$ cat config.mk
export PLATFORM = sky130hd
export DESIGN_NAME = div_seq_signed
export DESIGN_NICKNAME = d
export VERILOG_FILES = /design/src/rtl/div_seq_signed.sv
export SDC_FILE = /design/constraint.sdc
export NUM_CORES = 1
export LEC_CHECK = 0
export BUFFER_PORTS_ARGS = -buffer_cell sky130_fd_sc_hd__buf_2
export CAP_MARGIN = 20
export CORE_ASPECT_RATIO = 0.8
export CORE_UTILIZATION = 40
export CTS_CLUSTER_SIZE = 12
export DETAILED_ROUTE_END_ITERATION = 6
export PLACE_DENSITY = 0.61
export SLEW_MARGIN = 10
export SYNTH_ARGS = -nofsm -noshare
export SYNTH_HDL_FRONTEND = slang
export SYNTH_SLANG_ARGS = --single-unit
$ cat constraint.sdc
create_clock -name clk -period 2.2 [get_ports clk]
set_clock_uncertainty 0.15 [all_clocks]
set_input_delay 0.22 -clock clk [delete_from_list [all_inputs] [get_ports clk]]
set_output_delay 0.22 -clock clk [all_outputs]
set_load 0.02 [all_outputs]
$ cat src/rtl/div_seq_signed.sv
// div_seq_signed: sequential signed divider, one restoring quotient bit per clock.
// A start pulse captures the operands. WIDTH CALC steps produce the magnitude results.
// One FIX cycle applies the signs, registers the results and pulses done.
// Truncates toward zero, so the remainder takes the sign of the dividend.
// Optional macro DIVSEQ_ZERO_FAST_EN: a zero divisor skips CALC and finishes
// one edge after the accepted start.
module div_seq_signed #(
  parameter int WIDTH = 4
) (
  input  logic             clk,
  input  logic             rst_n,
  input  logic             start,
  input  logic [WIDTH-1:0] a,
  input  logic [WIDTH-1:0] b,
  output logic             busy,
  output logic             done,
  output logic [WIDTH-1:0] quot,
  output logic [WIDTH-1:0] rem,
  output logic             div_zero,
  output logic             ovf
);

  localparam int CW = $clog2(WIDTH + 1);

  typedef enum logic [1:0] {IDLE, CALC, FIX} state_t;

  state_t         state, state_next;
  logic [CW-1:0]  count;
  // Holds |a| at the start. Quotient bits shift in from the LSB as dividend bits shift out.
  logic [WIDTH-1:0] dq;
  // The partial remainder is always below |b| <= 2^(WIDTH-1), so WIDTH bits suffice.
  logic [WIDTH-1:0] prem;
  logic [WIDTH:0]   bmag;
  logic [WIDTH-1:0] a_hold;
  logic             a_neg, q_neg, zero_flag, ovf_flag;

  // Operand conditioning for the capture edge.
  logic [WIDTH-1:0] a_mag;
  logic [WIDTH:0]   b_ext, b_mag;
  logic             b_is_zero, a_is_min, b_is_m1;
  // Single shared subtractor for the restoring step.
  logic [WIDTH:0]   shifted, trial;
  logic             last_step;

  assign a_mag     = a[WIDTH-1] ? -a : a;
  assign b_ext     = {b[WIDTH-1], b};
  assign b_mag     = b[WIDTH-1] ? -b_ext : b_ext;
  assign b_is_zero = (b == '0);
  assign a_is_min  = (a == {1'b1, {(WIDTH-1){1'b0}}});
  assign b_is_m1   = (b == '1);
  assign shifted   = {prem, dq[WIDTH-1]};
  assign trial     = shifted - bmag;
  assign last_step = (count == CW'(WIDTH - 1));
  assign busy      = (state != IDLE);

  // State register.
  always_ff @(posedge clk or negedge rst_n) begin
    if (!rst_n) state <= IDLE;
    else        state <= state_next;
  end

  // Next-state logic: start is only looked at in IDLE.
  always_comb begin
    state_next = state;
    case (state)
      IDLE: begin
        if (start) begin
`ifdef DIVSEQ_ZERO_FAST_EN
          state_next = b_is_zero ? FIX : CALC;
`else
          state_next = CALC;
`endif
        end
      end
      CALC:    if (last_step) state_next = FIX;
      FIX:     state_next = IDLE;
      default: state_next = IDLE;
    endcase
  end

  // Operand capture and restoring-division datapath.
  always_ff @(posedge clk or negedge rst_n) begin
    if (!rst_n) begin
      count     <= '0;
      dq        <= '0;
      prem      <= '0;
      bmag      <= '0;
      a_hold    <= '0;
      a_neg     <= 1'b0;
      q_neg     <= 1'b0;
      zero_flag <= 1'b0;
      ovf_flag  <= 1'b0;
    end else begin
      case (state)
        IDLE: begin
          if (start) begin
            dq        <= a_mag;
            bmag      <= b_mag;
            prem      <= '0;
            count     <= '0;
            a_hold    <= a;
            a_neg     <= a[WIDTH-1];
            q_neg     <= a[WIDTH-1] ^ b[WIDTH-1];
            zero_flag <= b_is_zero;
            ovf_flag  <= a_is_min & b_is_m1;
          end
        end
        CALC: begin
          // A negative trial means |b| did not fit, so keep the shifted value (restore).
          prem  <= trial[WIDTH] ? shifted[WIDTH-1:0] : trial[WIDTH-1:0];
          dq    <= {dq[WIDTH-2:0], ~trial[WIDTH]};
          count <= count + 1'b1;
        end
        default: ;
      endcase
    end
  end

  // Result registers: they load only in FIX and otherwise hold, even across a new start.
  always_ff @(posedge clk or negedge rst_n) begin
    if (!rst_n) begin
      done     <= 1'b0;
      quot     <= '0;
      rem      <= '0;
      div_zero <= 1'b0;
      ovf      <= 1'b0;
    end else begin
      done <= (state == FIX);
      if (state == FIX) begin
        div_zero <= zero_flag;
        ovf      <= ovf_flag;
        if (zero_flag) begin
          quot <= '1;
          rem  <= a_hold;
        end else begin
          // The most-negative / -1 case wraps naturally: |q| = 2^(WIDTH-1) reads back as most-negative.
          quot <= q_neg ? -dq : dq;
          rem  <= a_neg ? -prem : prem;
        end
      end
    end
  end

endmodule

==> reports/qor_table.md, run 1 <==
| Metric | This run | Unit |
|:---|:---|:---|
| Status | finished, final reports clean | - |
| Achievable Freq | 486.0 | MHz |
| Slowest stage delay, CP | 0.35 | ns |
| Yosys top cell area share | 48.39 | % |
| VDD IR max | 0.0006198 | V |
| Area added between synthesis and finish | 17.74 | % |
| Area of the die | 0.004933 | mm^2 |
| Clock period minus worst slack | 2.058 | ns |
| First-pass GRT wire length | 6.520 | mm |
| Netlist area before placement | 0.001862 | mm^2 |
| Reg2reg start | dq[3] | - |
| Maximum number of pins on one net before global-route repair | 37 | - |
| Seq cells post-synth | 36 | - |
| Die extent in x | 78.28 | um |
| Capturing element type of the critical path | register | - |
| Sequential element share of the synthesized area | 48.39 | % |
| Clock tree from TritonCTS | done | - |
| Clock Sink Count | 36 | - |
| CP bufs+invs | 1 | - |
| GRT Resource Usage Total | 17.66 | % |
| Final Hold Viols | 0 | - |
| Crit path from | dq[3] | - |
| Synthesized area per cell | 9.597 | um^2 |
| Filler instances | 429 | - |
| Transition time at the pin with the least slew margin | 0.7962 | ns |
| Number of core rows | 21 | - |
| Final RePlAce weighted congestion | 0.7910 | - |
| H-tree Lvls | 2 | - |
| Cells after Synth | 194 | - |
| Worst-case register-to-register setup slack | 0.14 | ns |
| Power share of the clock group | 14.2 | % |
| Share of post-route cells with drive strength above 1 | 19.56 | % |
| Largest driver fanout on the critical path | 7 | - |
| Starting utilization of the core area | 43.21 | % |
| Cell Int Power | 0.001899 | W |
| Post-detailed-route wirelength per cell | 13.49 | um |
| I/O pin count | 23 | - |
| Detailed-route via count | 1378 | - |
| Worst path arrival time | 2.07 | ns |
| Via count of the first global-routing pass | 1367 | - |
| Hold-critical path endpoint | a_hold[2] | - |
| Die height | 63.02 | um |
| Drt total wl | 3.804 | mm |
| Placed wire-length estimate | 2.725 | mm |
| Final period util | 93.53 | % |
| Leading area contributor after synthesis | sky130_fd_sc_hd__dfrtp_1 | - |
| Worst rel slew slack | 46.92 | % |
| Sequence of cells on the critical path | inv_1 > ha_1 > fa_2 > nand2b_4 > a21oi_4 > xnor2_4 > mux2i_1 > o21ai_1 | - |
| Cell family contributing the most delay on the critical path | adder cells | - |
| Yosys Warn Count | 0 | - |
| Most common library cell in the layout ignoring fill and taps | sky130_fd_sc_hd__dfrtp_1 | - |
| Number of nets produced by synthesis | 217 | - |
| Path class of the lowest-slack min-delay path | input port to register | - |
| Power per standard cell area | 1504 | mW/mm^2 |
| CP max stage cell | sky130_fd_sc_hd__fa_2 | - |
| Setup repair after global routing missed its margin | no | - |
| Number of remaining DRC errors | 0 | - |
| Worst Hold Launch | a[2] | - |
| Antenna violations before repair | 0 | - |
| Total power consumption of the routed design | 0.003296 | W |
| Core Box Area | 0.004309 | mm^2 |
| Clock latency on the worst-skew pair | 0.29 | ns |
| Clock-pin slew on the worst setup and hold paths | 0.08 | ns |
| Port buffer count | 22 | - |
| Top cells by area, synth | sky130_fd_sc_hd__dfrtp_1, sky130_fd_sc_hd__ha_1, sky130_fd_sc_hd__nand2_1 | - |
| Number of buffers on the longest clock path | 2 | - |
| Final count of negative-setup-slack endpoints | 0 | - |
| 1st-iter DRT viols | 74 | - |
| Crit Reg-Reg Endpoint | prem[3] | - |
| Switching power total | 0.001397 | W |
| Drt via density | 4.887 | - |
| Share of power burned in registers | 35.1 | % |
| Type of the setup path with the least slack | register to register | - |
| Count of unique library cells instantiated by Yosys | 34 | - |
| Number of search-and-repair iterations in the first detailed-routing pass | 4 | - |
| Worst reg2reg path depth | 8 | - |
| Final antenna-violating net count | 0 | - |
| Kind of launch point of the worst setup path | register | - |
| Number of violations of the max-capacitance limit | 0 | - |
| WHS Path Cells | 3 | - |
| TritonCTS buffer count | 5 | - |
| Most frequent cells in the layout | sky130_fd_sc_hd__dfrtp_1, sky130_fd_sc_hd__nand2_1, sky130_fd_sc_hd__buf_2 | - |
| Grt ovf | 0 | - |
| Cell area reported after detailed placement | 0.002058 | mm^2 |
| Area of all placed cells without fillers | 0.002192 | mm^2 |
| Setup total negative slack | 0 | ns |
| Final slew viol count | 0 | - |
| Fraction of power spent switching nets | 42.37 | % |
| Req. time, crit path | 2.21 | ns |
| # diodes | 0 | - |
| Static power due to leakage | 1.071 | nW |
| Cell chosen for the clock root | sky130_fd_sc_hd__clkbuf_8 | - |
| Part of the total power dissipated in combinational logic | 50.7 | % |
| Count of nets after finishing | 247 | - |
-- worst max-delay path by stage --
stage / end / cells after the start
after detailed placement: prem[3] / 8
after global routing: prem[3] / 8
final: prem[3] / 8
after global placement: prem[3] / 8
after CTS: prem[3] / 8
after floorplan: prem[3] / 8
-- what timing repair did --
| item | 4_1_cts | 5_1_grt |
|---|---|---|
| hold buffers | 1 | 0 |
| endpoints found under the setup margin | 0 | 1 |
| endpoints found under the hold margin | 36 | 0 |
| gates resized for setup | 0 | 4 |
| buffers inserted | 0 | 1 |
-- power groups by stage --
stage          Clock (W)  Combinational (W)  Sequential (W)
2_1_floorplan          0            0.00104         0.00123
3_3_place_gp           0            0.00151         0.00116
3_5_place_dp           0            0.00154         0.00117
4_1_cts         0.000485            0.00154         0.00116
5_1_grt         0.000516            0.00189         0.00120
6_report        0.000470            0.00167         0.00116
-- state kept, by name, summed over array words and instances (netlist names) --
register	cells
prem	4
ovf_flag	1
div_zero	1
state	2
q_neg	1
count	3
done	1
a_hold	4
quot	4
dq	4
rem	4
bmag	5
ovf	1
zero_flag	1
-- worst register-to-register path: stages, from the launching register on --
cell and delay (ns):
sky130_fd_sc_hd__dfrtp_1 0.34, sky130_fd_sc_hd__inv_1 0.04, sky130_fd_sc_hd__ha_1 0.21, sky130_fd_sc_hd__fa_2 0.35, sky130_fd_sc_hd__nand2b_4 0.16, sky130_fd_sc_hd__a21oi_4 0.21
sky130_fd_sc_hd__xnor2_4 0.18, sky130_fd_sc_hd__mux2i_1 0.22, sky130_fd_sc_hd__o21ai_1 0.07
-- logic make-up (layout without fill, tap and decap cells) --
logic type	Yosys count	in the layout	share of synthesized area (%)
buffers and inverters	23	54	4.838
multiplexers	6	6	3.293
flip-flops	36	36	48.39
adder cells (fa/ha/maj)	12	12	8.468
XOR/XNOR	10	10	5.511
AO/OA/AOI/OAI	42	42	13.58
AND/OR/NAND/NOR	65	65	15.93
-- area by class of cell --
type	instances	area, um^2	area share (%)
clock buffers	5	68.82	3.139
clock inverters	3	18.77	0.8562
inverters	16	60.06	2.740
multi-input cells	135	899.6	41.04
flip-flops and latches	36	900.9	41.10
well taps	57	71.32	3.253
repair buffers	30	172.7	7.877
-- through the flow --
step / hold slack (ns) / setup WS [ns] / instances / util, %
2_1_floorplan: -0.2256 / 0.1332 / 194 / -
3_3_place_gp: 0.2070 / 0.1305 / 272 / 47.76
3_5_place_dp: 0.2091 / 0.07909 / 272 / 47.76
4_1_cts: 0.02825 / 0.07771 / 281 / 50.03
5_1_grt: 0.05231 / 0.04134 / 282 / 50.87
6_report: 0.04471 / 0.1424 / 282 / 50.87
-- cells in the mapped netlist --
master,count
sky130_fd_sc_hd__nor2_2,1
sky130_fd_sc_hd__xnor2_2,1
sky130_fd_sc_hd__nor4b_1,1
sky130_fd_sc_hd__o311ai_1,3
sky130_fd_sc_hd__o311ai_0,1
sky130_fd_sc_hd__nand4_1,1
sky130_fd_sc_hd__and2_1,3
sky130_fd_sc_hd__o21ai_0,18
sky130_fd_sc_hd__fa_1,1
sky130_fd_sc_hd__nand2_1,32
sky130_fd_sc_hd__nand3_1,5
sky130_fd_sc_hd__dfrtp_1,36
sky130_fd_sc_hd__xor2_1,2
sky130_fd_sc_hd__nand2b_1,6
sky130_fd_sc_hd__ha_1,11
sky130_fd_sc_hd__buf_2,3
sky130_fd_sc_hd__o221ai_1,1
sky130_fd_sc_hd__a221o_1,1
sky130_fd_sc_hd__o31ai_1,3
sky130_fd_sc_hd__clkbuf_1,4
sky130_fd_sc_hd__a21oi_2,1
sky130_fd_sc_hd__xnor2_1,6
sky130_fd_sc_hd__xor2_2,1
sky130_fd_sc_hd__mux2i_1,5
sky130_fd_sc_hd__nor2b_1,3
sky130_fd_sc_hd__mux2_2,1
sky130_fd_sc_hd__nor4_1,1
sky130_fd_sc_hd__or4_1,1
sky130_fd_sc_hd__inv_1,16
sky130_fd_sc_hd__a211oi_1,1
sky130_fd_sc_hd__nor2_1,11
sky130_fd_sc_hd__a22oi_1,2
sky130_fd_sc_hd__o21ai_1,3
sky130_fd_sc_hd__a21oi_1,8
-- layer usage --
| metal | share of wire (%) | routed length (um) | GRT usage, % | up-vias |
|---|---|---|---|---|
| met5 | 0 | 0 | 0 | - |
| met2 | 43 | 1619 | 26.21 | 32 |
| met1 | 52 | 1971 | 24.03 | 624 |
| met3 | 4.2 | 159 | 4.818 | 5 |
| li1 | - | - | - | 717 |
| met4 | 1.4 | 54 | 7.639 | 0 |
(Power assumes the default switching activity.)
==> run 2, diff against run 1 <==
- CORE_MARGIN: unset -> 1.5
==> reports/qor_table.md, run 2 (synthesized netlist as in run 1, its figures left out) <==
| Metric | This run | Unit |
|:---|:---|:---|
| Status | finished, final reports clean | - |
| Clock period minus worst slack | 2.085 | ns |
| Clock Sink Count | 36 | - |
| Number of remaining DRC errors | 0 | - |
| Final count of negative-setup-slack endpoints | 0 | - |
| Drt total wl | 3.806 | mm |
| I/O pin count | 23 | - |
| Transition time at the pin with the least slew margin | 0.8082 | ns |
| Drt via density | 4.954 | - |
| Worst-case register-to-register setup slack | 0.12 | ns |
| Number of search-and-repair iterations in the first detailed-routing pass | 4 | - |
| Power per standard cell area | 1554 | mW/mm^2 |
| Largest driver fanout on the critical path | 8 | - |
| Die height | 64.02 | um |
| Starting utilization of the core area | 42.94 | % |
| Area of the die | 0.005075 | mm^2 |
| Grt ovf | 0 | - |
| Share of post-route cells with drive strength above 1 | 19.56 | % |
| Cell chosen for the clock root | sky130_fd_sc_hd__clkbuf_8 | - |
| Antenna violations before repair | 0 | - |
| Worst-case hold slack | 0.06337 | ns |
| Via count of the first global-routing pass | 1343 | - |
| Reg2reg start | dq[3] | - |
| Cell area reported after detailed placement | 0.002058 | mm^2 |
| Register with the highest flop count | bmag | - |
| Worst Hold Launch | a[2] | - |
| Final slew viol count | 0 | - |
| TritonCTS buffer count | 5 | - |
| Detailed-route via count | 1397 | - |
| Die extent in x | 79.28 | um |
| Slowest stage delay, CP | 0.36 | ns |
| Max reg flops | 5 | - |
| Clock-pin slew on the worst setup and hold paths | 0.08 | ns |
| Number of buffers on the longest clock path | 2 | - |
| Static power due to leakage | 1.088 | nW |
| Core Box Area | 0.004335 | mm^2 |
| Count of nets after finishing | 247 | - |
| CP max stage cell | sky130_fd_sc_hd__fa_2 | - |
| Port buffer count | 22 | - |
| # diodes | 0 | - |
| Clock latency on the worst-skew pair | 0.29 | ns |
| Area of all placed cells without fillers | 0.002231 | mm^2 |
| GRT Resource Usage Total | 16.97 | % |
| Kind of launch point of the worst setup path | register | - |
| Most common library cell in the layout ignoring fill and taps | sky130_fd_sc_hd__dfrtp_1 | - |
| Setup total negative slack | 0 | ns |
| Clock tree from TritonCTS | done | - |
| Number of violations of the max-capacitance limit | 0 | - |
| Maximum number of pins on one net before global-route repair | 37 | - |
| Capturing element type of the critical path | register | - |
| Type of the setup path with the least slack | register to register | - |
| Worst reg2reg path depth | 8 | - |
| Sequence of cells on the critical path | inv_1 > ha_1 > fa_2 > nand2b_4 > a21oi_4 > xnor2_4 > mux2i_1 > o21ai_1 | - |
| Setup repair after global routing missed its margin | no | - |
| Worst path arrival time | 2.10 | ns |
| Path class of the lowest-slack min-delay path | input port to register | - |
| First-pass GRT wire length | 6.486 | mm |
| Final antenna-violating net count | 0 | - |
| CP bufs+invs | 1 | - |
| Worst rel slew slack | 46.12 | % |
| Area added between synthesis and finish | 19.83 | % |
| Final RePlAce weighted congestion | 0.7510 | - |
| Hold-critical path endpoint | a_hold[2] | - |
| Placed wire-length estimate | 2.789 | mm |
| Most frequent cells in the layout | sky130_fd_sc_hd__dfrtp_1, sky130_fd_sc_hd__nand2_1, sky130_fd_sc_hd__buf_2 | - |
| H-tree Lvls | 2 | - |
| Crit Reg-Reg Endpoint | prem[3] | - |
| Req. time, crit path | 2.21 | ns |
| Achievable Freq | 479.6 | MHz |
| 1st-iter DRT viols | 78 | - |
| Final period util | 94.77 | % |
| WHS Path Cells | 3 | - |
| Cell family contributing the most delay on the critical path | adder cells | - |
| Number of core rows | 21 | - |
| Post-detailed-route wirelength per cell | 13.50 | um |
| Final Hold Viols | 0 | - |
| VDD IR max | 0.0007112 | V |
-- run 2: cell count changes in the layout (fill, tap and decap cells not counted) --
cell	change
sky130_fd_sc_hd__bufinv_16	+1
sky130_fd_sc_hd__clkinv_4	-1
sky130_fd_sc_hd__clkinv_2	-2
sky130_fd_sc_hd__clkbuf_8	+2
-- run 2: worst max path at each step --
stage                         end  cells after the start   from  slack (ns)
after floorplan           prem[3]                      8  dq[3]        0.13
after global placement    prem[3]                      8  dq[3]        0.13
after detailed placement  prem[3]                      8  dq[3]        0.07
after CTS                 prem[3]                      8  dq[3]        0.07
after global routing      prem[3]                      8  dq[3]        0.01
final                     prem[3]                      8  dq[3]        0.12
-- run 2: repair_timing --
item | in CTS | in global routing
buffers inserted | 0 | 1
endpoints found under the setup margin | 0 | 1
resized for setup | 0 | 4
endpoints found under the hold margin | 36 | 0
hold buffers | 1 | 0
-- run 2: cell type report --
class | instances | area, um^2
Clock inverter | 1 | 30.03
Sequential cell | 36 | 900.9
Tap cell | 57 | 71.32
Timing Repair Buffer | 30 | 172.7
Inverter | 16 | 60.06
Clock buffer | 7 | 96.34
Multi-Input combinational cell | 135 | 899.6
Fill cell | 418 | 2105
-- run 2: where the power goes --
group | switching, W | internal (W)
Combinational | 0.000931 | 0.000733
Clock | 0.000239 | 0.000400
Sequential | 0.000220 | 0.000943
Total | 0.00139 | 0.00208
-- run 2: per-layer routing --
metal  up-vias  track usage, %  part of all wire (%)
met3         2           6.000                   4.0
met2        28           23.93                    42
li1        719               -                     -
met5         -               0                     0
met1       648           24.46                    54
met4         0           4.605                  0.50
-- run 2: tightest hold or removal path: stages --
cell and delay [ns]:
sky130_fd_sc_hd__buf_2 0.12, sky130_fd_sc_hd__nand2_1 0.07, sky130_fd_sc_hd__nand2_1 0.05
-- run 2: through the flow --
step,std cells,utilization [%],power (W),worst slack [ns]
floorplan,194,-,0.002271,0.1332
global placement,272,47.47,0.002670,0.1317
detailed placement,272,47.47,0.002706,0.07349
CTS,281,50.62,0.003350,0.07159
global route,282,51.46,0.003813,0.01373
finish,282,51.46,0.003466,0.1151
==> run 3, diff against run 2 <==
- BUFFER_PORTS_ARGS: -buffer_cell sky130_fd_sc_hd__buf_2 -> unset
- CORE_UTILIZATION: 40 -> 30
- DONT_BUFFER_PORTS: unset -> 1
- PLACE_DENSITY: 0.61 -> 0.45
==> reports/qor_table.md, run 3 (synthesized netlist as in run 1, its figures left out) <==
| Metric | This run | Unit |
|:---|:---|:---|
| Most common library cell in the layout ignoring fill and taps | sky130_fd_sc_hd__dfrtp_1 | - |
| Detailed-route via count | 1336 | - |
| Number of remaining DRC errors | 0 | - |
| Filler instances | 624 | - |
| Cell chosen for the clock root | sky130_fd_sc_hd__clkbuf_8 | - |
| Via count of the first global-routing pass | 1358 | - |
| Transition time at the pin with the least slew margin | 0.6102 | ns |
| Kind of launch point of the worst setup path | register | - |
| Worst path arrival time | 2.10 | ns |
| Capturing element type of the critical path | register | - |
| Clock Sink Count | 36 | - |
| Final slew viol count | 0 | - |
| Type of the setup path with the least slack | register to register | - |
| Final count of negative-setup-slack endpoints | 0 | - |
| TritonCTS buffer count | 5 | - |
| Clock tree from TritonCTS | done | - |
| Final setup slack of the worst path | 0.1055 | ns |
| Final period util | 95.21 | % |
| Starting utilization of the core area | 31.33 | % |
| Achievable Freq | 477.4 | MHz |
| Die extent in x | 91.08 | um |
| GRT Resource Usage Total | 13.71 | % |
| Drt total wl | 4.068 | mm |
| Worst rel slew slack | 59.32 | % |
| Clock-pin slew on the worst setup and hold paths | 0.07 | ns |
| Largest driver fanout on the critical path | 8 | - |
| I/O pin count | 23 | - |
| VDD IR max | 0.0004148 | V |
| Antenna violations before repair | 0 | - |
| First-pass GRT wire length | 6.982 | mm |
| Final Hold Viols | 0 | - |
| Finished Core Util | 37.62 | % |
| # diodes | 0 | - |
| Crit path from | dq[3] | - |
| Die height | 73.46 | um |
| Clock latency on the worst-skew pair | 0.29 | ns |
| Most frequent cells in the layout | sky130_fd_sc_hd__dfrtp_1, sky130_fd_sc_hd__nand2_1, sky130_fd_sc_hd__o21ai_0 | - |
| Static power due to leakage | 1.027 | nW |
| Placed wire-length estimate | 2.924 | mm |
| Area of the die | 0.006690 | mm^2 |
| Setup total negative slack | 0 | ns |
| Path class of the lowest-slack min-delay path | input port to register | - |
| Setup WS pre-CTS | 0.07546 | ns |
| Reg2reg start | dq[3] | - |
| Req. time, crit path | 2.20 | ns |
| Status | finished, final reports clean | - |
| Area added between synthesis and finish | 20.09 | % |
| Register with the highest flop count | bmag | - |
| Worst Hold Launch | b[3] | - |
| Core Box Area | 0.005943 | mm^2 |
| 1st-iter DRT viols | 72 | - |
| Count of nets after finishing | 232 | - |
| Number of core rows | 25 | - |
| Grt ovf | 0 | - |
| Number of search-and-repair iterations in the first detailed-routing pass | 4 | - |
| Final RePlAce weighted congestion | 0.8052 | - |
| Clock period minus worst slack | 2.095 | ns |
| Port buffer count | 0 | - |
| Max reg flops | 5 | - |
| Drt via density | 4.591 | - |
| Worst-case hold slack | 0.009019 | ns |
| Final antenna-violating net count | 0 | - |
| Number of buffers on the longest clock path | 2 | - |
| Setup repair after global routing missed its margin | no | - |
| Post-detailed-route wirelength per cell | 13.98 | um |
| Share of post-route cells with drive strength above 1 | 10.00 | % |
| H-tree Lvls | 2 | - |
| Number of violations of the max-capacitance limit | 0 | - |
| Power per standard cell area | 1502 | mW/mm^2 |
| Maximum number of pins on one net before global-route repair | 37 | - |
[run 3: what timing repair did]
item,CTS,global route
resized for setup,0,4
endpoints found under the hold margin,49,0
hold buffers,10,0
buffers inserted,0,0
endpoints found under the setup margin,0,1
[run 3: layout make-up]
| type | count | area (um^2) | share of cell area, % |
|---|---|---|---|
| Timing Repair Buffer | 15 | 147.6 | 6.603 |
| Clock buffer | 7 | 96.34 | 4.309 |
| Sequential cell | 36 | 900.9 | 40.29 |
| Clock inverter | 1 | 30.03 | 1.343 |
| Tap cell | 81 | 101.3 | 4.533 |
| Multi-Input combinational cell | 135 | 899.6 | 40.24 |
| Inverter | 16 | 60.06 | 2.686 |
[run 3: through the flow]
stage                     cell area [um^2]  cells  power [W]
after floorplan                       1862    194   0.002271
after CTS                             2207    291   0.003298
after detailed placement              1971    273   0.002602
final                                 2236    291   0.003359
after global placement                1971    273   0.002592
after global routing                  2236    291   0.003690
[run 3: final timing paths]
path / to / slack (ns) / cells after the start
max in group asynchronous: ovf / 1.48 / 2
max: prem[3] / 0.11 / 8
min in group asynchronous: quot[2] / 0.23 / 2
min reg2reg: bmag[0] / 0.34 / 2
min: bmag[1] / 0.009 / 2
max reg2reg: prem[3] / 0.11 / 8
[run 3: where the power goes]
part	internal [W]	switching [W]	total, W
sequential	0.000943	0.000336	0.00128
clock	0.000400	0.000251	0.000651
combinational	0.000645	0.000784	0.00143
[run 3: worst max-delay path: stages (launching register included)]
cell,delay (ns)
sky130_fd_sc_hd__dfrtp_1,0.35
sky130_fd_sc_hd__inv_1,0.05
sky130_fd_sc_hd__ha_1,0.22
sky130_fd_sc_hd__fa_2,0.36
sky130_fd_sc_hd__nand2b_4,0.16
sky130_fd_sc_hd__a21oi_4,0.20
sky130_fd_sc_hd__xnor2_4,0.18
sky130_fd_sc_hd__mux2i_1,0.22
sky130_fd_sc_hd__o21ai_1,0.08
[run 3: per-layer routing]
metal	GRT usage [%]	vias up	part of all wire (%)
li1	-	688	-
met1	18.96	612	53
met2	20.07	29	40
met3	4.348	7	5.1
met4	5.035	0	1.4
met5	0	-	0
